===== src/rtl/wb_return_queue.sv =====
// wb_return_queue: two-lane writeback return buffer between the execution
// pipes (A, B) and the register file write ports. Each lane is a FIFO that
// drains at most one entry per cycle. Same-address heads are serialised: A
// goes first and B is owed the next slot.
// Optional feature macro: WB_RETURN_BYPASS_EN. When it is defined, a result
// pushed into an empty, unheld lane goes straight to that lane's outputs.
module wb_return_queue #(
    parameter int NUM_QUEUE_ENTRIES = 8,
    parameter int STALL_MARGIN      = 2,
    parameter int CW                = $clog2(NUM_QUEUE_ENTRIES) + 1
) (
    input  logic          clock_i,
    input  logic          reset_i,
    input  logic          flushBack_i,
    input  logic          resValidA_i,
    input  logic [4:0]    resAddrA_i,
    input  logic [15:0]   resValA_i,
    input  logic [1:0]    resStatusA_i,
    input  logic          resValidB_i,
    input  logic [4:0]    resAddrB_i,
    input  logic [15:0]   resValB_i,
    input  logic [1:0]    resStatusB_i,
    output logic          shouldAStall_o,
    output logic          shouldBStall_o,
    output logic          wbA_o,
    output logic [4:0]    wbAddrA_o,
    output logic [15:0]   wbValA_o,
    output logic [1:0]    operationStatusA_o,
    output logic          wbB_o,
    output logic [4:0]    wbAddrB_o,
    output logic [15:0]   wbValB_o,
    output logic [1:0]    operationStatusB_o,
    output logic [CW-1:0] countA_o,
    output logic [CW-1:0] countB_o,
    output logic [1:0]    overflow_o
);

    localparam int PW = $clog2(NUM_QUEUE_ENTRIES);
    localparam logic [CW-1:0] FULL_LEVEL  = CW'(NUM_QUEUE_ENTRIES);
    localparam logic [CW-1:0] STALL_LEVEL = CW'(NUM_QUEUE_ENTRIES - STALL_MARGIN);

    typedef enum logic {
        ARB_A_FIRST = 1'b0,
        ARB_B_OWED  = 1'b1
    } arb_state_t;

    // Lane index 0 is pipe A, lane index 1 is pipe B.
    logic          pushVld  [2];
    logic [4:0]    pushAddr [2];
    logic [15:0]   pushVal  [2];
    logic [1:0]    pushStat [2];

    logic [4:0]    addrMem_q [2][NUM_QUEUE_ENTRIES];
    logic [15:0]   valMem_q  [2][NUM_QUEUE_ENTRIES];
    logic [1:0]    statMem_q [2][NUM_QUEUE_ENTRIES];

    logic [PW-1:0] headPtr_q [2];
    logic [PW-1:0] headPtr_d [2];
    logic [PW-1:0] tailPtr_q [2];
    logic [PW-1:0] tailPtr_d [2];
    logic [CW-1:0] count_q   [2];
    logic [CW-1:0] count_d   [2];
    logic          stall_q   [2];
    logic          stall_d   [2];
    logic          wb_q      [2];
    logic          wb_d      [2];
    logic [4:0]    wbAddr_q  [2];
    logic [4:0]    wbAddr_d  [2];
    logic [15:0]   wbVal_q   [2];
    logic [15:0]   wbVal_d   [2];
    logic [1:0]    wbStat_q  [2];
    logic [1:0]    wbStat_d  [2];
    logic [1:0]    overflow_q;
    logic [1:0]    overflow_d;
    arb_state_t    arb_q;
    arb_state_t    arb_d;

    logic          headReady [2];
    logic [4:0]    headAddr  [2];
    logic          pop       [2];
    logic          bypass    [2];
    logic          accept    [2];
    logic          drop      [2];
    logic          collision;

    assign pushVld[0]  = resValidA_i;
    assign pushAddr[0] = resAddrA_i;
    assign pushVal[0]  = resValA_i;
    assign pushStat[0] = resStatusA_i;
    assign pushVld[1]  = resValidB_i;
    assign pushAddr[1] = resAddrB_i;
    assign pushVal[1]  = resValB_i;
    assign pushStat[1] = resStatusB_i;

    // Head-of-lane view: whether a lane has something to drain and where it goes.
    always_comb begin
        for (int i = 0; i < 2; i++) begin
            headReady[i] = (count_q[i] != '0);
            headAddr[i]  = addrMem_q[i][headPtr_q[i]];
        end
    end

    // Collision arbitration: A wins a fresh clash, B is owed the very next slot.
    always_comb begin
        collision = headReady[0] && headReady[1] && (headAddr[0] == headAddr[1]);
        pop[0]    = headReady[0] && !(collision && (arb_q == ARB_B_OWED));
        pop[1]    = headReady[1] && !(collision && (arb_q == ARB_A_FIRST));
        arb_d     = arb_q;
        if (flushBack_i) begin
            arb_d = ARB_A_FIRST;
        end else if (collision && (arb_q == ARB_A_FIRST)) begin
            arb_d = ARB_B_OWED;
        end else if (pop[1]) begin
            arb_d = ARB_A_FIRST;
        end
    end

    // Bypass selection; never lets a bypassed write clash with the other lane's write.
    always_comb begin
        bypass[0] = 1'b0;
        bypass[1] = 1'b0;
`ifdef WB_RETURN_BYPASS_EN
        bypass[0] = pushVld[0] && (count_q[0] == '0)
                    && !(pop[1] && (headAddr[1] == pushAddr[0]));
        bypass[1] = pushVld[1] && (count_q[1] == '0) && (arb_q == ARB_A_FIRST)
                    && !(pop[0] && (headAddr[0] == pushAddr[1]))
                    && !(bypass[0] && (pushAddr[0] == pushAddr[1]));
`endif
    end

    // Per-lane next state: pointers, occupancy, drop flags and the registered write port.
    always_comb begin
        overflow_d = overflow_q;
        for (int i = 0; i < 2; i++) begin
            accept[i]    = pushVld[i] && !bypass[i] && ((count_q[i] != FULL_LEVEL) || pop[i]);
            drop[i]      = pushVld[i] && !bypass[i] && (count_q[i] == FULL_LEVEL) && !pop[i];
            headPtr_d[i] = headPtr_q[i];
            tailPtr_d[i] = tailPtr_q[i];
            count_d[i]   = count_q[i];
            wb_d[i]      = 1'b0;
            wbAddr_d[i]  = wbAddr_q[i];
            wbVal_d[i]   = wbVal_q[i];
            wbStat_d[i]  = wbStat_q[i];
            if (flushBack_i) begin
                headPtr_d[i] = '0;
                tailPtr_d[i] = '0;
                count_d[i]   = '0;
            end else begin
                if (pop[i]) begin
                    headPtr_d[i] = headPtr_q[i] + PW'(1);
                end
                if (accept[i]) begin
                    tailPtr_d[i] = tailPtr_q[i] + PW'(1);
                end
                count_d[i] = count_q[i] + CW'(accept[i]) - CW'(pop[i]);
                if (drop[i]) begin
                    overflow_d[1-i] = 1'b1;
                end
                if (bypass[i]) begin
                    wb_d[i]     = 1'b1;
                    wbAddr_d[i] = pushAddr[i];
                    wbVal_d[i]  = pushVal[i];
                    wbStat_d[i] = pushStat[i];
                end else if (pop[i]) begin
                    wb_d[i]     = 1'b1;
                    wbAddr_d[i] = headAddr[i];
                    wbVal_d[i]  = valMem_q[i][headPtr_q[i]];
                    wbStat_d[i] = statMem_q[i][headPtr_q[i]];
                end
            end
            stall_d[i] = (count_d[i] >= STALL_LEVEL);
        end
    end

    // Entry storage; contents need no reset because occupancy gates every read.
    always_ff @(posedge clock_i) begin
        for (int i = 0; i < 2; i++) begin
            if (accept[i] && !flushBack_i) begin
                addrMem_q[i][tailPtr_q[i]] <= pushAddr[i];
                valMem_q[i][tailPtr_q[i]]  <= pushVal[i];
                statMem_q[i][tailPtr_q[i]] <= pushStat[i];
            end
        end
    end

    // Control and output registers, cleared immediately by the asynchronous reset.
    always_ff @(posedge clock_i or posedge reset_i) begin
        if (reset_i) begin
            for (int i = 0; i < 2; i++) begin
                headPtr_q[i] <= '0;
                tailPtr_q[i] <= '0;
                count_q[i]   <= '0;
                stall_q[i]   <= 1'b0;
                wb_q[i]      <= 1'b0;
                wbAddr_q[i]  <= '0;
                wbVal_q[i]   <= '0;
                wbStat_q[i]  <= '0;
            end
            overflow_q <= '0;
            arb_q      <= ARB_A_FIRST;
        end else begin
            for (int i = 0; i < 2; i++) begin
                headPtr_q[i] <= headPtr_d[i];
                tailPtr_q[i] <= tailPtr_d[i];
                count_q[i]   <= count_d[i];
                stall_q[i]   <= stall_d[i];
                wb_q[i]      <= wb_d[i];
                wbAddr_q[i]  <= wbAddr_d[i];
                wbVal_q[i]   <= wbVal_d[i];
                wbStat_q[i]  <= wbStat_d[i];
            end
            overflow_q <= overflow_d;
            arb_q      <= arb_d;
        end
    end

    assign shouldAStall_o     = stall_q[0];
    assign shouldBStall_o     = stall_q[1];
    assign wbA_o              = wb_q[0];
    assign wbAddrA_o          = wbAddr_q[0];
    assign wbValA_o           = wbVal_q[0];
    assign operationStatusA_o = wbStat_q[0];
    assign wbB_o              = wb_q[1];
    assign wbAddrB_o          = wbAddr_q[1];
    assign wbValB_o           = wbVal_q[1];
    assign operationStatusB_o = wbStat_q[1];
    assign countA_o           = count_q[0];
    assign countB_o           = count_q[1];
    assign overflow_o         = overflow_q;

endmodule


===== config.mk =====
export PLATFORM = sky130hd
export DESIGN_NAME = wb_return_queue
export DESIGN_NICKNAME = d
export VERILOG_FILES = /design/src/rtl/wb_return_queue.sv
export SDC_FILE = /design/constraint.sdc
export NUM_CORES = 1
export LEC_CHECK = 0
export ABC_AREA = 0
export CAP_MARGIN = 20
export CORE_AREA = 2 2 190 192
export DETAILED_ROUTE_END_ITERATION = 12
export DIE_AREA = 0 0 192 194
export MAX_ROUTING_LAYER = met4
export PLACE_DENSITY = 0.67
export SLEW_MARGIN = 20
export SYNTH_ARGS = -nofsm -noshare
export SYNTH_HDL_FRONTEND = slang
export SYNTH_SLANG_ARGS = --single-unit
export TNS_END_PERCENT = 1

===== constraint.sdc =====
create_clock -name clock_i -period 7.5 [get_ports clock_i]
set_input_delay 2.25 -clock clock_i [delete_from_list [all_inputs] [get_ports clock_i]]
set_output_delay 2.25 -clock clock_i [all_outputs]
set_load 0.02 [all_outputs]

==> results of run 1 <==
-- per-layer routing --
layer	GRT usage [%]	up-vias	part of all wire, %	wire length [µm]
li1	-	3686	-	-
met1	26.1	4207	44	14200
met2	28.6	217	49	15700
met3	3.48	48	5.6	1820
met4	4.55	0	2.0	635
met5	-	-	0	0
-- Yosys cell counts, types with 2 or more instances --
library cell	n
sky130_fd_sc_hd__nand3b_1	2
sky130_fd_sc_hd__mux2i_1	49
sky130_fd_sc_hd__xnor2_1	9
sky130_fd_sc_hd__nand2_1	31
sky130_fd_sc_hd__nor2b_1	5
sky130_fd_sc_hd__nand2b_1	4
sky130_fd_sc_hd__xor2_1	5
sky130_fd_sc_hd__o21ai_1	23
sky130_fd_sc_hd__and2_1	2
sky130_fd_sc_hd__inv_1	16
sky130_fd_sc_hd__o21ai_0	3
sky130_fd_sc_hd__mux4_2	92
sky130_fd_sc_hd__nor3_1	7
sky130_fd_sc_hd__dfrtp_1	73
sky130_fd_sc_hd__fa_1	2
sky130_fd_sc_hd__edfxtp_1	368
sky130_fd_sc_hd__buf_4	5
sky130_fd_sc_hd__clkbuf_1	12
sky130_fd_sc_hd__ha_1	16
sky130_fd_sc_hd__buf_1	9
sky130_fd_sc_hd__nor4b_1	3
sky130_fd_sc_hd__a21o_1	5
sky130_fd_sc_hd__a21oi_1	29
sky130_fd_sc_hd__a211oi_1	2
sky130_fd_sc_hd__nor4_1	4
sky130_fd_sc_hd__buf_2	12
sky130_fd_sc_hd__nor2_1	49
sky130_fd_sc_hd__buf_6	3
sky130_fd_sc_hd__nor3b_1	2
-- power groups by stage --
stage	clock, mW	sequential [mW]	combinational (mW)
floorplan	0	3.22	1.19
global placement	0	3.14	1.91
detailed placement	0	3.14	1.94
CTS	2.16	3.10	1.95
global route	2.26	3.13	2.09
finish	2.11	3.09	1.91
-- worst paths after layout --
| kind | depth (start not counted) | to | slack, ps | from |
|---|---|---|---|---|
| min | 2 | operationStatusA_o[1]$_DFFE_PP0P_ | 480 | operationStatusA_o[1]$_DFFE_PP0P_ |
| max reg2reg | 15 | shouldBStall_o$_DFF_PP0_ | 2590 | headPtr_q[0]$_DFFE_PP0P_ |
| max in group asynchronous | 3 | headPtr_q[1]$_DFFE_PP0P_ | 4260 | reset_i |
| min reg2reg | 2 | operationStatusA_o[1]$_DFFE_PP0P_ | 480 | operationStatusA_o[1]$_DFFE_PP0P_ |
| min in group asynchronous | 2 | wbValB_o[14]$_DFFE_PP0P_ | 2210 | reset_i |
| max | 15 | shouldBStall_o$_DFF_PP0_ | 2590 | headPtr_q[0]$_DFFE_PP0P_ |
-- critical path, cell delays in order, from the launching register on --
cell and delay, ps:
sky130_fd_sc_hd__dfrtp_2 780, sky130_fd_sc_hd__buf_4 620, sky130_fd_sc_hd__mux4_2 580, sky130_fd_sc_hd__mux2i_1 250, sky130_fd_sc_hd__xor2_1 190, sky130_fd_sc_hd__nor4_1 610, sky130_fd_sc_hd__a21oi_1 250, sky130_fd_sc_hd__inv_1 110
sky130_fd_sc_hd__ha_1 220, sky130_fd_sc_hd__inv_1 60, sky130_fd_sc_hd__ha_1 150, sky130_fd_sc_hd__inv_1 60, sky130_fd_sc_hd__fa_1 370, sky130_fd_sc_hd__xor2_1 160, sky130_fd_sc_hd__or3_1 290, sky130_fd_sc_hd__o21ai_0 80
-- area by class of cell --
class | count | area (µm²)
Clock inverter | 24 | 180
Fill cell | 2660 | 15000
Inverter | 17 | 65.1
Clock buffer | 59 | 1230
Sequential cell | 441 | 12900
Multi-Input combinational cell | 358 | 3990
Antenna cell | 2 | 5.00
Timing Repair Buffer | 135 | 1290
Tap cell | 461 | 577
-- cell families (layout without fill, tap and decap cells) --
| group | after synthesis | after routing | synth area share, % |
|---|---|---|---|
| mux | 142 | 142 | 15.1 |
| flops | 441 | 441 | 75.5 |
| buf+inv | 58 | 235 | 1.61 |
| fa+ha+maj | 18 | 18 | 1.41 |
| other cells | 0 | 2 | 0 |
| xor+xnor | 15 | 15 | 0.814 |
| simple gates | 113 | 113 | 3.08 |
| compound gates | 70 | 70 | 2.47 |
-- state kept, by name, summed over array words and instances, names as in the netlist, 2 cells and up --
name                flops
operationStatusA_o      2
valMem_q              256
tailPtr_q               6
addrMem_q              80
headPtr_q               6
operationStatusB_o      2
countB_o                4
wbValA_o               16
wbAddrA_o               5
wbAddrB_o               5
countA_o                4
wbValB_o               16
overflow_o              2
statMem_q              32
-- metrics by stage --
step | setup slack (ps) | hold slack, ps
after CTS | 2460 | 490
after global placement | 2580 | 465
after floorplan | 1770 | 526
after detailed placement | 2500 | 477
final | 2590 | 483
after global routing | 2110 | 508
==> flow_summary.html, run 1 <==
<table>
<tr><th>Metric</th><th>Value</th></tr>
<tr><th colspan="2">Run status</th></tr>
<tr><td>Run status</td><td>complete, no violations</td></tr>
<tr><th colspan="2">STA</th></tr>
<tr><td>Relative max-transition margin</td><td>34.5%</td></tr>
<tr><td>FMAX</td><td>about 200 MHz</td></tr>
<tr><td>Clock period minus worst slack</td><td>between 4000 and 5000 ps</td></tr>
<tr><td>Tightest Pin Transition</td><td>roughly 1000 ps</td></tr>
<tr><td>Number of hold-slack violations in the final timing report</td><td>0</td></tr>
<tr><td>Number of endpoints failing setup at the final stage</td><td>0</td></tr>
<tr><td>Summed negative setup slack over all endpoints</td><td>0 ps</td></tr>
<tr><td>Share of the clock period used by the worst path after layout</td><td>65.4%</td></tr>
<tr><td>Final Slew Violations</td><td>0</td></tr>
<tr><td>RSZ-0062 raised after global routing</td><td>no</td></tr>
<tr><td>Worst Clk Skew</td><td>20.9 ps</td></tr>
<tr><th colspan="2">Drt</th></tr>
<tr><td>Average wire per standard cell</td><td>~22 µm</td></tr>
<tr><td>Post-DRT Antenna Nets</td><td>0</td></tr>
<tr><td>DR DRC count</td><td>0</td></tr>
<tr><td>Aggregate routed wire length</td><td>between 30000 and 40000 µm</td></tr>
<tr><td>Number of detailed-route iterations in the first pass</td><td>4</td></tr>
<tr><td>Number of DRC violations after detailed-routing iteration 0</td><td>between 400 and 500</td></tr>
<tr><td>Overall via count from detail_route</td><td>8158</td></tr>
<tr><td>Drt via density</td><td>5.45</td></tr>
<tr><th colspan="2">Global routing</th></tr>
<tr><td>Wire length of the first global-routing pass</td><td>50000 µm</td></tr>
<tr><td>Initial antenna violation count</td><td>2</td></tr>
<tr><td>Maximum number of pins on one net before global-route repair</td><td>48</td></tr>
<tr><td>Global router's overall resource usage</td><td>between 10% and 20%</td></tr>
<tr><td>Vias in the first global route</td><td>approximately 8500</td></tr>
<tr><td>Aggregate global routing overflow</td><td>0</td></tr>
<tr><th colspan="2">Layout</th></tr>
<tr><td>Final instance count without filler cells</td><td>approximately 1500</td></tr>
<tr><td>Synthesis-to-layout area growth</td><td>18.5%</td></tr>
<tr><td>Top library cells by usage in the layout, fill and taps aside</td><td>sky130_fd_sc_hd__edfxtp_1 (368), sky130_fd_sc_hd__clkdlybuf4s50_1 (110), sky130_fd_sc_hd__mux4_2 (92), sky130_fd_sc_hd__dfrtp_1 (69), sky130_fd_sc_hd__mux2i_1 (49)</td></tr>
<tr><td>Fraction of final layout cells with drive strength greater than 1</td><td>around 21%</td></tr>
<tr><td>Post-Route Utilization</td><td>about 57%</td></tr>
<tr><td>Most frequent standard cell in the layout excluding fill and tap cells</td><td>sky130_fd_sc_hd__edfxtp_1</td></tr>
<tr><td>Number of nets at the end of the flow</td><td>roughly 1100</td></tr>
<tr><td>Cell area after layout</td><td>roughly 20000 µm²</td></tr>
<tr><th colspan="2">Power</th></tr>
<tr><td>Fraction of power consumed by the clock network</td><td>29.7%</td></tr>
<tr><td>Internal portion of total power</td><td>a little over 5 mW</td></tr>
<tr><td>Switching Power</td><td>approximately 2.1 mW</td></tr>
<tr><td>Gate power share</td><td>around 27%</td></tr>
<tr><td>Peak supply drop</td><td>~200 µV</td></tr>
<tr><td>Total Power Consumption</td><td>7.11 mW</td></tr>
<tr><td>Reg power frac</td><td>43.4%</td></tr>
<tr><td>Switching Fraction</td><td>between 20% and 30%</td></tr>
<tr><td>Static power due to leakage</td><td>6.70 nW</td></tr>
<tr><td>Power density over the cells</td><td>approximately 350 nW/µm²</td></tr>
<tr><th colspan="2">Logic synthesis</th></tr>
<tr><td>Top cells by area in the synthesized netlist</td><td>sky130_fd_sc_hd__edfxtp_1 (65%), sky130_fd_sc_hd__mux4_2 (12%), sky130_fd_sc_hd__dfrtp_1 (11%)</td></tr>
<tr><td>Average instance area after synthesis</td><td>~20 µm²</td></tr>
<tr><td>Most used flip-flop cell after synthesis</td><td>sky130_fd_sc_hd__edfxtp_1</td></tr>
<tr><td>Synth Net Count</td><td>926</td></tr>
<tr><td>Gate Count Post-Synth</td><td>between 800 and 900</td></tr>
<tr><td>Largest area contributor in the netlist</td><td>sky130_fd_sc_hd__edfxtp_1</td></tr>
<tr><td>Post-synth cell types</td><td>44</td></tr>
<tr><td>Number of enable-type register cells in the synthesized netlist</td><td>368</td></tr>
<tr><td>FFs w/ async S/R, synth</td><td>around 17%</td></tr>
<tr><td>Post-Synthesis Cell Area</td><td>~17000 µm²</td></tr>
<tr><td>Synthesis-stage register bit count</td><td>roughly 440</td></tr>
<tr><td>Share of the synthesized area in the top cell type</td><td>between 60% and 70%</td></tr>
<tr><td>Sequential fraction of the synthesis area</td><td>75.5%</td></tr>
<tr><td>Synth Warn #</td><td>0</td></tr>
<tr><th colspan="2">Worst setup path</th></tr>
<tr><td>Critical Path Sink Type</td><td>register</td></tr>
<tr><td>Crit Path Category</td><td>register to register</td></tr>
<tr><td>Critical path fanouts, max</td><td>29</td></tr>
<tr><td>Required time worst endpoint</td><td>around 8000 ps</td></tr>
<tr><td>Critical path data arrival time</td><td>roughly 5400 ps</td></tr>
<tr><td>Startpoint type of the worst setup path</td><td>register</td></tr>
<tr><th colspan="2">Clock tree</th></tr>
<tr><td>Number of setup buffers added after CTS</td><td>0</td></tr>
<tr><td>Clock-pin slew on the worst setup and hold paths</td><td>about 60 ps</td></tr>
<tr><td>Number of buffers between clock root and the deepest sink</td><td>3</td></tr>
<tr><td>Later-pin clock latency in the skew report</td><td>roughly 550 ps</td></tr>
<tr><td>TritonCTS buffer count</td><td>45</td></tr>
<tr><td>Count of H-tree levels built during CTS</td><td>2</td></tr>
<tr><td>CTS Root Buffer Type</td><td>sky130_fd_sc_hd__clkbuf_16</td></tr>
<tr><td>Number of gates resized after cts</td><td>0</td></tr>
<tr><td>Clock tree from TritonCTS</td><td>built</td></tr>
<tr><td>Hold buffer count at cts</td><td>0</td></tr>
<tr><td>Clock tree sinks</td><td>approximately 440</td></tr>
<tr><th colspan="2">Placed design</th></tr>
<tr><td>Count of input and output buffers</td><td>110</td></tr>
<tr><td>Standard cell area after detailed placement</td><td>18800 µm²</td></tr>
<tr><td>Cell count after placement</td><td>~1400</td></tr>
<tr><td>Dpl hpwl</td><td>18200 µm</td></tr>
<tr><td>RD Place Congestion</td><td>approximately 0.75</td></tr>
<tr><th colspan="2">Floorplanning</th></tr>
<tr><td>Cell Rows</td><td>between 60 and 70</td></tr>
<tr><td>Area of the die</td><td>37200 µm²</td></tr>
<tr><td>I/O pins</td><td>between 100 and 150</td></tr>
<tr><td>Area of the core</td><td>about 35000 µm²</td></tr>
<tr><td>Starting Density</td><td>between 40% and 50%</td></tr>
<tr><td>Horiz. Die Dim</td><td>around 190 µm</td></tr>
<tr><td>Height of the die</td><td>194 µm</td></tr>
<tr><th colspan="2">Flow run</th></tr>
<tr><td>Number of maximum-capacitance violations</td><td>0</td></tr>
<tr><th colspan="2">Hold path</th></tr>
<tr><td>Class of the tightest hold or removal check</td><td>register to register</td></tr>
</table>
Power figures use the tool's default switching activity.
==> run 2: changes to the inputs <==
--- a/config.mk
+++ b/config.mk
@@ -11,7 +11,7 @@
 export DETAILED_ROUTE_END_ITERATION = 12
 export DIE_AREA = 0 0 192 194
 export MAX_ROUTING_LAYER = met4
-export PLACE_DENSITY = 0.67
+export PLACE_DENSITY = 0.7
 export SLEW_MARGIN = 20
 export SYNTH_ARGS = -nofsm -noshare
 export SYNTH_HDL_FRONTEND = slang
==> constraint.sdc (replaced) <==
create_clock -name clock_i -period 4.45 [get_ports clock_i]
set_input_delay 1.335 -clock clock_i [delete_from_list [all_inputs] [get_ports clock_i]]
set_output_delay 1.335 -clock clock_i [all_outputs]
set_load 0.02 [all_outputs]
==> run 2 against run 1 <==
  * Maximum frequency rose by 22%
  * First-iteration DRC count rose by 44%
  * Worst setup slack got worse by 2200 ps
  * Clock power rose by 70%
  * Worst hold slack improved by 2.7 ps
  * Highest routed layer unchanged
==> flow_summary.html, run 2 (synthesized netlist as in run 1, its figures left out) <==
<table>
<tr><th>Metric</th><th>Value</th></tr>
<tr><th colspan="2">Power</th></tr>
<tr><td>Total Power Consumption</td><td>12.1 mW (was 7.11 mW)</td></tr>
<tr><td>Static power due to leakage</td><td>6.80 nW (was 6.70 nW)</td></tr>
<tr><td>Peak supply drop</td><td>374 µV (was 198 µV)</td></tr>
<tr><td>Power density over the cells</td><td>592 nW/µm² (was 352 nW/µm²)</td></tr>
<tr><th colspan="2">Drt</th></tr>
<tr><td>Aggregate routed wire length</td><td>33300 µm (was 32400 µm)</td></tr>
<tr><td>Drt via density</td><td>5.47 (was 5.45)</td></tr>
<tr><td>Number of detailed-route iterations in the first pass</td><td>5 (was 4)</td></tr>
<tr><td>Overall via count from detail_route</td><td>8300 (was 8158)</td></tr>
<tr><td>Number of DRC violations after detailed-routing iteration 0</td><td>603 (was 419)</td></tr>
<tr><td>DR DRC count</td><td>0 (unchanged)</td></tr>
<tr><td>Post-DRT Antenna Nets</td><td>0 (unchanged)</td></tr>
<tr><td>Average wire per standard cell</td><td>22.0 µm (was 21.7 µm)</td></tr>
<tr><th colspan="2">Clock tree</th></tr>
<tr><td>Later-pin clock latency in the skew report</td><td>570 ps (was 550 ps)</td></tr>
<tr><td>CTS Root Buffer Type</td><td>sky130_fd_sc_hd__clkbuf_16 (unchanged)</td></tr>
<tr><td>Number of setup buffers added after CTS</td><td>0 (unchanged)</td></tr>
<tr><td>TritonCTS buffer count</td><td>45 (unchanged)</td></tr>
<tr><td>Clock-pin slew on the worst setup and hold paths</td><td>60 ps (about the same)</td></tr>
<tr><td>Clock tree from TritonCTS</td><td>built (unchanged)</td></tr>
<tr><td>Number of gates resized after cts</td><td>0 (unchanged)</td></tr>
<tr><td>Number of buffers between clock root and the deepest sink</td><td>3 (unchanged)</td></tr>
<tr><td>Hold buffer count at cts</td><td>0 (unchanged)</td></tr>
<tr><td>Clock tree sinks</td><td>441 (unchanged)</td></tr>
<tr><td>Count of H-tree levels built during CTS</td><td>2 (unchanged)</td></tr>
<tr><th colspan="2">Global routing</th></tr>
<tr><td>GR Util met3</td><td>3.35% (was 3.48%)</td></tr>
<tr><td>Wire length of the first global-routing pass</td><td>51700 µm (was 50000 µm)</td></tr>
<tr><td>Global router's overall resource usage</td><td>19.0% (was 18.6%)</td></tr>
<tr><td>Initial antenna violation count</td><td>2 (unchanged)</td></tr>
<tr><td>Aggregate global routing overflow</td><td>0 (unchanged)</td></tr>
<tr><td>Met2 Use GR</td><td>29.5% (was 28.6%)</td></tr>
<tr><td>Maximum number of pins on one net before global-route repair</td><td>48 (unchanged)</td></tr>
<tr><td>Met1 routing resource usage after global routing</td><td>26.6% (was 26.1%)</td></tr>
<tr><td>Vias in the first global route</td><td>8704 (was 8472)</td></tr>
<tr><td>Most used routing layer</td><td>met2 (unchanged)</td></tr>
<tr><th colspan="2">STA</th></tr>
<tr><td>Clock period minus worst slack</td><td>4030 ps (was 4910 ps)</td></tr>
<tr><td>Number of hold-slack violations in the final timing report</td><td>0 (unchanged)</td></tr>
<tr><td>FMAX</td><td>248 MHz (was 204 MHz)</td></tr>
<tr><td>Final setup slack of the worst path</td><td>416 ps (was 2590 ps)</td></tr>
<tr><td>Share of the clock period used by the worst path after layout</td><td>90.6% (was 65.4%)</td></tr>
<tr><td>Final Slew Violations</td><td>0 (unchanged)</td></tr>
<tr><td>Number of endpoints failing setup at the final stage</td><td>0 (unchanged)</td></tr>
<tr><td>Relative max-transition margin</td><td>32.6% (was 34.5%)</td></tr>
<tr><td>Tightest Pin Transition</td><td>1010 ps (was 982 ps)</td></tr>
<tr><td>RSZ-0062 raised after global routing</td><td>no (unchanged)</td></tr>
<tr><td>Worst Clk Skew</td><td>23.6 ps (was 20.9 ps)</td></tr>
<tr><th colspan="2">Placed design</th></tr>
<tr><td>Dpl hpwl</td><td>19900 µm (was 18200 µm)</td></tr>
<tr><td>Place WS</td><td>466 ps (was 2500 ps)</td></tr>
<tr><td>RD Place Congestion</td><td>0.714 (was 0.749)</td></tr>
<tr><td>Count of input and output buffers</td><td>110 (unchanged)</td></tr>
<tr><th colspan="2">Worst setup path</th></tr>
<tr><td>Critical Path Sink Type</td><td>register (unchanged)</td></tr>
<tr><td>Slowest cell on the critical path</td><td>sky130_fd_sc_hd__dfrtp_2 (unchanged)</td></tr>
<tr><td>Chain of cells forming the critical path</td><td>mux4_2, mux2i_1, xor2_1, nor4_1, buf_4, a21oi_1, inv_1, ha_1, inv_1, ha_1, fa_1, xnor2_1, nor2_1, a21o_1 (was buf_4, mux4_2, mux2i_1, xor2_1, nor4_1, a21oi_1, inv_1, ha_1, inv_1, ha_1, inv_1, fa_1, xor2_1, or3_1, o21ai_0)</td></tr>
<tr><td>Critical path data arrival time</td><td>4470 ps (was 5360 ps)</td></tr>
<tr><td>Setup slack on the worst flop-to-flop path</td><td>420 ps (was 2590 ps)</td></tr>
<tr><td>Required time worst endpoint</td><td>4890 ps (was 7960 ps)</td></tr>
<tr><td>Largest stage delay on the critical path</td><td>680 ps (was 780 ps)</td></tr>
<tr><td>Crit Path Category</td><td>register to register (unchanged)</td></tr>
<tr><td>Critical path fanouts, max</td><td>16 (was 29)</td></tr>
<tr><td>Startpoint type of the worst setup path</td><td>register (unchanged)</td></tr>
<tr><th colspan="2">Floorplanning</th></tr>
<tr><td>Horiz. Die Dim</td><td>192 µm (unchanged)</td></tr>
<tr><td>Starting Density</td><td>48.4% (unchanged)</td></tr>
<tr><td>Area of the die</td><td>37200 µm² (unchanged)</td></tr>
<tr><td>Cell Rows</td><td>69 (unchanged)</td></tr>
<tr><td>I/O pins</td><td>111 (unchanged)</td></tr>
<tr><td>Height of the die</td><td>194 µm (unchanged)</td></tr>
<tr><td>Area of the core</td><td>35200 µm² (unchanged)</td></tr>
<tr><th colspan="2">Layout</th></tr>
<tr><td>Number of fill cells</td><td>2627 (was 2660)</td></tr>
<tr><td>Post-Route Utilization</td><td>58.0% (was 57.4%)</td></tr>
<tr><td>Top library cells by usage in the layout, fill and taps aside</td><td>sky130_fd_sc_hd__edfxtp_1 (368), sky130_fd_sc_hd__clkdlybuf4s50_1 (110), sky130_fd_sc_hd__mux4_2 (92), sky130_fd_sc_hd__dfrtp_1 (69), sky130_fd_sc_hd__mux2i_1 (49) (unchanged)</td></tr>
<tr><td>Most frequent standard cell in the layout excluding fill and tap cells</td><td>sky130_fd_sc_hd__edfxtp_1 (unchanged)</td></tr>
<tr><td>Fraction of final layout cells with drive strength greater than 1</td><td>22.0% (was 20.6%)</td></tr>
<tr><td>Synthesis-to-layout area growth</td><td>19.7% (was 18.5%)</td></tr>
<tr><td>Number of flip-flops in the largest register</td><td>256 (unchanged)</td></tr>
<tr><td>Number of nets at the end of the flow</td><td>1085 (was 1067)</td></tr>
<tr><th colspan="2">Run status</th></tr>
<tr><td>Run status</td><td>complete, no violations (unchanged)</td></tr>
<tr><th colspan="2">Hold path</th></tr>
<tr><td>Class of the tightest hold or removal check</td><td>register to register (unchanged)</td></tr>
<tr><th colspan="2">Flow run</th></tr>
<tr><td>Number of maximum-capacitance violations</td><td>0 (unchanged)</td></tr>
</table>
==> run 2: cell types whose count changed in the layout (fill, tap and decap cells not counted), sizes merged <==
| cell | before | now |
|---|---|---|
| clkbuf | 59 | 58 |
| clkinvlp | 0 | 3 |
| inv | 17 | 18 |
| clkinv | 22 | 20 |
| buf | 25 | 43 |
==> run 2: path summary, 6_finish.rpt <==
check / from / to / depth (start not counted)
worst max register to register: headPtr_q[0]$_DFFE_PP0P_ / shouldAStall_o$_DFF_PP0_ / 14
worst min register to register: operationStatusA_o[1]$_DFFE_PP0P_ / operationStatusA_o[1]$_DFFE_PP0P_ / 2
worst max-delay path: headPtr_q[0]$_DFFE_PP0P_ / shouldAStall_o$_DFF_PP0_ / 14
worst min-delay path: operationStatusA_o[1]$_DFFE_PP0P_ / operationStatusA_o[1]$_DFFE_PP0P_ / 2
min in group asynchronous: reset_i / wbValB_o[9]$_DFFE_PP0P_ / 2
max in group asynchronous: reset_i / headPtr_q[4]$_DFFE_PP0P_ / 3
==> run 2: area by class of cell <==
class                           count  area (µm²)  share of cell area, %
Clock buffer                       58        1180                   5.80
Timing Repair Buffer              153        1470                   7.22
Tap cell                          461         577                   2.83
Antenna cell                        2        5.00                 0.0245
Sequential cell                   441       12900                   63.1
Inverter                           17        65.1                  0.319
Multi-Input combinational cell    358        3990                   19.5
Clock inverter                     26         240                   1.18
==> run 2: worst max-delay path: cells and delay by family (launching register included) <==
| kind | cells | cell delay (ps) |
|---|---|---|
| buffers and inverters | 3 | 290 |
| and+or+nand+nor | 2 | 210 |
| AOI/OAI and AO/OA | 2 | 460 |
| muxes | 2 | 890 |
| xor gates and xnor gates | 2 | 510 |
| DFF | 1 | 680 |
| adders and majority gates | 3 | 860 |
==> run 2: power breakdown <==
group	internal [mW]	switching (mW)	leakage, nW
Clock	2.03	1.55	0.692
Combinational	1.61	1.69	1.90
Sequential	4.87	0.339	4.21
==> run 2: through the flow <==
step	cell area [µm²]	TNS, ps	instances	hold slack [ps]
4_1_cts	20400	0	1514	490
2_1_floorplan	17100	-36650	857	526
6_report	20400	0	1516	485
5_1_grt	20400	0	1516	521
3_5_place_dp	19000	0	1430	474
3_3_place_gp	19000	0	1430	466
==> run 2: layer usage <==
layer | vias to the layer above | wire, µm
met5 | - | 0
met2 | 188 | 16200
met3 | 50 | 1670
met1 | 4334 | 14800
li1 | 3728 | -
met4 | 0 | 617
==> run 3: changes to the inputs <==
--- a/config.mk
+++ b/config.mk
@@ -7,11 +7,11 @@
 export LEC_CHECK = 0
 export ABC_AREA = 0
 export CAP_MARGIN = 20
-export CORE_AREA = 2 2 190 192
+export CORE_AREA = 2 2 210 212
 export DETAILED_ROUTE_END_ITERATION = 12
-export DIE_AREA = 0 0 192 194
+export DIE_AREA = 0 0 212 214
 export MAX_ROUTING_LAYER = met4
-export PLACE_DENSITY = 0.7
+export PLACE_DENSITY = 0.59
 export SLEW_MARGIN = 20
 export SYNTH_ARGS = -nofsm -noshare
 export SYNTH_HDL_FRONTEND = slang
==> run 3 against run 2 <==
  * Sequential share of layout area down 0.44 points
  * Highest routed layer unchanged
  * Register-to-register slack about the same
  * Via count down 1.3%
  * Global-route usage down 3.0 points
  * Final area up 0.70%
  * Cell count up 7.8%
  * Worst setup slack better by 7.1 ps
  * Critical path depth unchanged
  * Critical path type unchanged
  * Non-clock buffer count down 6
  * Utilization down 10 points
  * Total power up 0.85%
  * Maximum frequency up 0.18%
==> flow_summary.html, run 3 (synthesized netlist as in run 1, its figures left out) <==
<table>
<tr><th>Metric</th><th>Value</th></tr>
<tr><th colspan="2">Run status</th></tr>
<tr><td>Run status</td><td>complete, no violations (unchanged)</td></tr>
<tr><th colspan="2">STA</th></tr>
<tr><td>Relative max-transition margin</td><td>29.0% (was 32.6%)</td></tr>
<tr><td>Share of the clock period used by the worst path after layout</td><td>90.5% (was 90.6%)</td></tr>
<tr><td>Number of endpoints failing setup at the final stage</td><td>0 (unchanged)</td></tr>
<tr><td>Worst Clk Skew</td><td>21.1 ps (was 23.6 ps)</td></tr>
<tr><td>Number of hold-slack violations in the final timing report</td><td>0 (unchanged)</td></tr>
<tr><td>RSZ-0062 raised after global routing</td><td>no (unchanged)</td></tr>
<tr><td>Clock period minus worst slack</td><td>4030 ps (about the same)</td></tr>
<tr><td>Tightest Pin Transition</td><td>1070 ps (was 1010 ps)</td></tr>
<tr><td>Final Slew Violations</td><td>0 (unchanged)</td></tr>
<tr><td>FMAX</td><td>248 MHz (about the same)</td></tr>
<tr><th colspan="2">Placed design</th></tr>
<tr><td>RD Place Congestion</td><td>0.721 (was 0.714)</td></tr>
<tr><td>Dpl hpwl</td><td>20100 µm (was 19900 µm)</td></tr>
<tr><td>Count of input and output buffers</td><td>110 (unchanged)</td></tr>
<tr><td>Cell count after placement</td><td>1548 (was 1430)</td></tr>
<tr><th colspan="2">Flow run</th></tr>
<tr><td>Number of maximum-capacitance violations</td><td>0 (unchanged)</td></tr>
<tr><th colspan="2">Floorplanning</th></tr>
<tr><td>Height of the die</td><td>214 µm (was 194 µm)</td></tr>
<tr><td>Area of the die</td><td>45400 µm² (was 37200 µm²)</td></tr>
<tr><td>Area of the core</td><td>42900 µm² (was 35200 µm²)</td></tr>
<tr><td>I/O pins</td><td>111 (unchanged)</td></tr>
<tr><td>Cell Rows</td><td>76 (was 69)</td></tr>
<tr><td>Starting Density</td><td>39.8% (was 48.4%)</td></tr>
<tr><td>Horiz. Die Dim</td><td>212 µm (was 192 µm)</td></tr>
<tr><th colspan="2">Layout</th></tr>
<tr><td>Number of flip-flops in the largest register</td><td>256 (unchanged)</td></tr>
<tr><td>Number of nets at the end of the flow</td><td>1079 (was 1085)</td></tr>
<tr><td>Final instance count without filler cells</td><td>1634 (was 1516)</td></tr>
<tr><td>Fraction of final layout cells with drive strength greater than 1</td><td>21.5% (was 22.0%)</td></tr>
<tr><td>Synthesis-to-layout area growth</td><td>20.5% (was 19.7%)</td></tr>
<tr><td>Most frequent standard cell in the layout excluding fill and tap cells</td><td>sky130_fd_sc_hd__edfxtp_1 (unchanged)</td></tr>
<tr><td>Top library cells by usage in the layout, fill and taps aside</td><td>sky130_fd_sc_hd__edfxtp_1 (368), sky130_fd_sc_hd__clkdlybuf4s50_1 (110), sky130_fd_sc_hd__mux4_2 (92), sky130_fd_sc_hd__dfrtp_1 (69), sky130_fd_sc_hd__mux2i_1 (49) (unchanged)</td></tr>
<tr><th colspan="2">Clock tree</th></tr>
<tr><td>CTS Root Buffer Type</td><td>sky130_fd_sc_hd__clkbuf_16 (unchanged)</td></tr>
<tr><td>Number of buffers between clock root and the deepest sink</td><td>3 (unchanged)</td></tr>
<tr><td>Hold buffer count at cts</td><td>0 (unchanged)</td></tr>
<tr><td>Clock-pin slew on the worst setup and hold paths</td><td>60 ps (about the same)</td></tr>
<tr><td>Count of H-tree levels built during CTS</td><td>2 (unchanged)</td></tr>
<tr><td>Clock tree from TritonCTS</td><td>built (unchanged)</td></tr>
<tr><td>Clock tree sinks</td><td>441 (unchanged)</td></tr>
<tr><td>Later-pin clock latency in the skew report</td><td>570 ps (about the same)</td></tr>
<tr><td>TritonCTS buffer count</td><td>45 (unchanged)</td></tr>
<tr><th colspan="2">Worst setup path</th></tr>
<tr><td>Critical path fanouts, max</td><td>13 (was 16)</td></tr>
<tr><td>Slowest cell on the critical path</td><td>sky130_fd_sc_hd__dfrtp_1 (was sky130_fd_sc_hd__dfrtp_2)</td></tr>
<tr><td>Top delay family on crit path</td><td>simple AND/OR/NAND/NOR gates (was multiplexers)</td></tr>
<tr><td>Critical Path Sink Type</td><td>register (unchanged)</td></tr>
<tr><td>Required time worst endpoint</td><td>4930 ps (was 4890 ps)</td></tr>
<tr><td>Critical path data arrival time</td><td>4500 ps (was 4470 ps)</td></tr>
<tr><td>Startpoint type of the worst setup path</td><td>register (unchanged)</td></tr>
<tr><td>Chain of cells forming the critical path</td><td>buf_4, mux4_2, mux2i_1, xor2_1, nor3_1, a21oi_4, ha_1, inv_1, ha_1, inv_1, fa_1, xor2_1, or3_1, o21ai_0 (was mux4_2, mux2i_1, xor2_1, nor4_1, buf_4, a21oi_1, inv_1, ha_1, inv_1, ha_1, fa_1, xnor2_1, nor2_1, a21o_1)</td></tr>
<tr><td>Crit Path Category</td><td>register to register (unchanged)</td></tr>
<tr><td>Largest stage delay on the critical path</td><td>690 ps (was 680 ps)</td></tr>
<tr><td>Buffers &amp; Inverters on Critical Path</td><td>3 (unchanged)</td></tr>
<tr><th colspan="2">Global routing</th></tr>
<tr><td>Maximum number of pins on one net before global-route repair</td><td>48 (unchanged)</td></tr>
<tr><td>Initial antenna violation count</td><td>2 (unchanged)</td></tr>
<tr><td>Aggregate global routing overflow</td><td>0 (unchanged)</td></tr>
<tr><td>Vias in the first global route</td><td>8637 (was 8704)</td></tr>
<tr><td>Wire length of the first global-routing pass</td><td>52800 µm (was 51700 µm)</td></tr>
<tr><td>Global router's overall resource usage</td><td>16.0% (was 19.0%)</td></tr>
<tr><th colspan="2">Drt</th></tr>
<tr><td>DR DRC count</td><td>0 (unchanged)</td></tr>
<tr><td>Drt via density</td><td>5.02 (was 5.47)</td></tr>
<tr><td>Overall via count from detail_route</td><td>8195 (was 8300)</td></tr>
<tr><td>Number of detailed-route iterations in the first pass</td><td>5 (unchanged)</td></tr>
<tr><td>Post-DRT Antenna Nets</td><td>0 (unchanged)</td></tr>
<tr><td>Aggregate routed wire length</td><td>34300 µm (was 33300 µm)</td></tr>
<tr><td>Average wire per standard cell</td><td>21.0 µm (was 22.0 µm)</td></tr>
<tr><td>Number of DRC violations after detailed-routing iteration 0</td><td>508 (was 603)</td></tr>
<tr><th colspan="2">Power</th></tr>
<tr><td>Reg power frac</td><td>42.5% (was 43.1%)</td></tr>
<tr><td>Switching Fraction</td><td>29.4% (was 29.6%)</td></tr>
<tr><td>Peak supply drop</td><td>278 µV (was 374 µV)</td></tr>
<tr><td>Gate power share</td><td>27.4% (was 27.3%)</td></tr>
<tr><td>Power density over the cells</td><td>593 nW/µm² (was 592 nW/µm²)</td></tr>
<tr><td>Internal portion of total power</td><td>8.61 mW (was 8.50 mW)</td></tr>
<tr><td>Switching Power</td><td>3.58 mW (about the same)</td></tr>
<tr><td>Static power due to leakage</td><td>6.78 nW (was 6.80 nW)</td></tr>
<tr><td>Total Power Consumption</td><td>12.2 mW (was 12.1 mW)</td></tr>
<tr><td>Fraction of power consumed by the clock network</td><td>30.2% (was 29.6%)</td></tr>
<tr><th colspan="2">Hold path</th></tr>
<tr><td>Class of the tightest hold or removal check</td><td>register to register (unchanged)</td></tr>
</table>
-- run 3: what timing repair did --
| item | 4_1_cts | 5_1_grt |
|---|---|---|
| hold endpoints to repair | 0 | 0 |
| setup endpoints to repair | 0 | 1 |
| gates resized for setup | 0 | 1 |
| setup buffers | 0 | 0 |
-- run 3: cell type report --
type,count,area [µm²]
tap,585,732
clock buffer,62,1240
antenna,2,5.00
sequential,441,12900
timing repair buffer,147,1420
multi-input combinational,358,4000
clock inverter,22,218
fill,3538,22300
inverter,17,66.3
-- run 3: final timing paths --
check,startpoint,end,slack (ps),cells after the start
worst max-delay path,headPtr_q[2]$_DFFE_PP0P_,shouldBStall_o$_DFF_PP0_,420,14
worst min-delay path,wbValA_o[6]$_DFFE_PP0P_,wbValA_o[6]$_DFFE_PP0P_,480,2
worst max register to register,headPtr_q[2]$_DFFE_PP0P_,shouldBStall_o$_DFF_PP0_,420,14
worst min register to register,wbValA_o[6]$_DFFE_PP0P_,wbValA_o[6]$_DFFE_PP0P_,480,2
max in group asynchronous,reset_i,wbValA_o[12]$_DFFE_PP0P_,2550,3
min in group asynchronous,reset_i,wbB_o$_DFF_PP0_,1230,2
-- run 3: worst reg2reg max path, stage by stage (launching register included) --
cell and delay, ps:
sky130_fd_sc_hd__dfrtp_1 690, sky130_fd_sc_hd__buf_4 240, sky130_fd_sc_hd__mux4_2 290, sky130_fd_sc_hd__mux2i_1 250, sky130_fd_sc_hd__xor2_1 190, sky130_fd_sc_hd__nor3_1 560
sky130_fd_sc_hd__a21oi_4 200, sky130_fd_sc_hd__ha_1 330, sky130_fd_sc_hd__inv_1 60, sky130_fd_sc_hd__ha_1 150, sky130_fd_sc_hd__inv_1 60, sky130_fd_sc_hd__fa_1 380
sky130_fd_sc_hd__xor2_1 160, sky130_fd_sc_hd__or3_1 300, sky130_fd_sc_hd__o21ai_0 90
-- run 3: power by group through the flow --
stage | sequential [mW] | clock (mW) | combinational [mW]
2_1_floorplan | 5.43 | 0 | 2.01
3_3_place_gp | 5.26 | 0 | 3.35
3_5_place_dp | 5.27 | 0 | 3.39
4_1_cts | 5.19 | 3.78 | 3.41
5_1_grt | 5.23 | 3.95 | 3.64
6_report | 5.17 | 3.67 | 3.34
-- run 3: metrics by stage --
stage                     hold slack [ps]  TNS [ps]  cell area [µm²]  util [%]  setup slack [ps]
after detailed placement              476         0            19100      44.5               204
after CTS                             490         0            20500      47.9               184
after global routing                  505         0            20600      47.9               127
after floorplan                       526    -36650            17100         -              -496
after global placement                470         0            19100      44.5               277
final                                 482         0            20600      47.9               423
-- run 3: metal layers --
layer | part of all wire, % | global-route usage (%) | up-vias | routed length (µm)
met3 | 4.8 | 3.65 | 42 | 1650
met2 | 49 | 25.6 | 142 | 16900
met1 | 44 | 20.9 | 4294 | 15200
met5 | 0 | - | - | 0
li1 | - | - | 3717 | -
met4 | 1.5 | 3.90 | 0 | 518
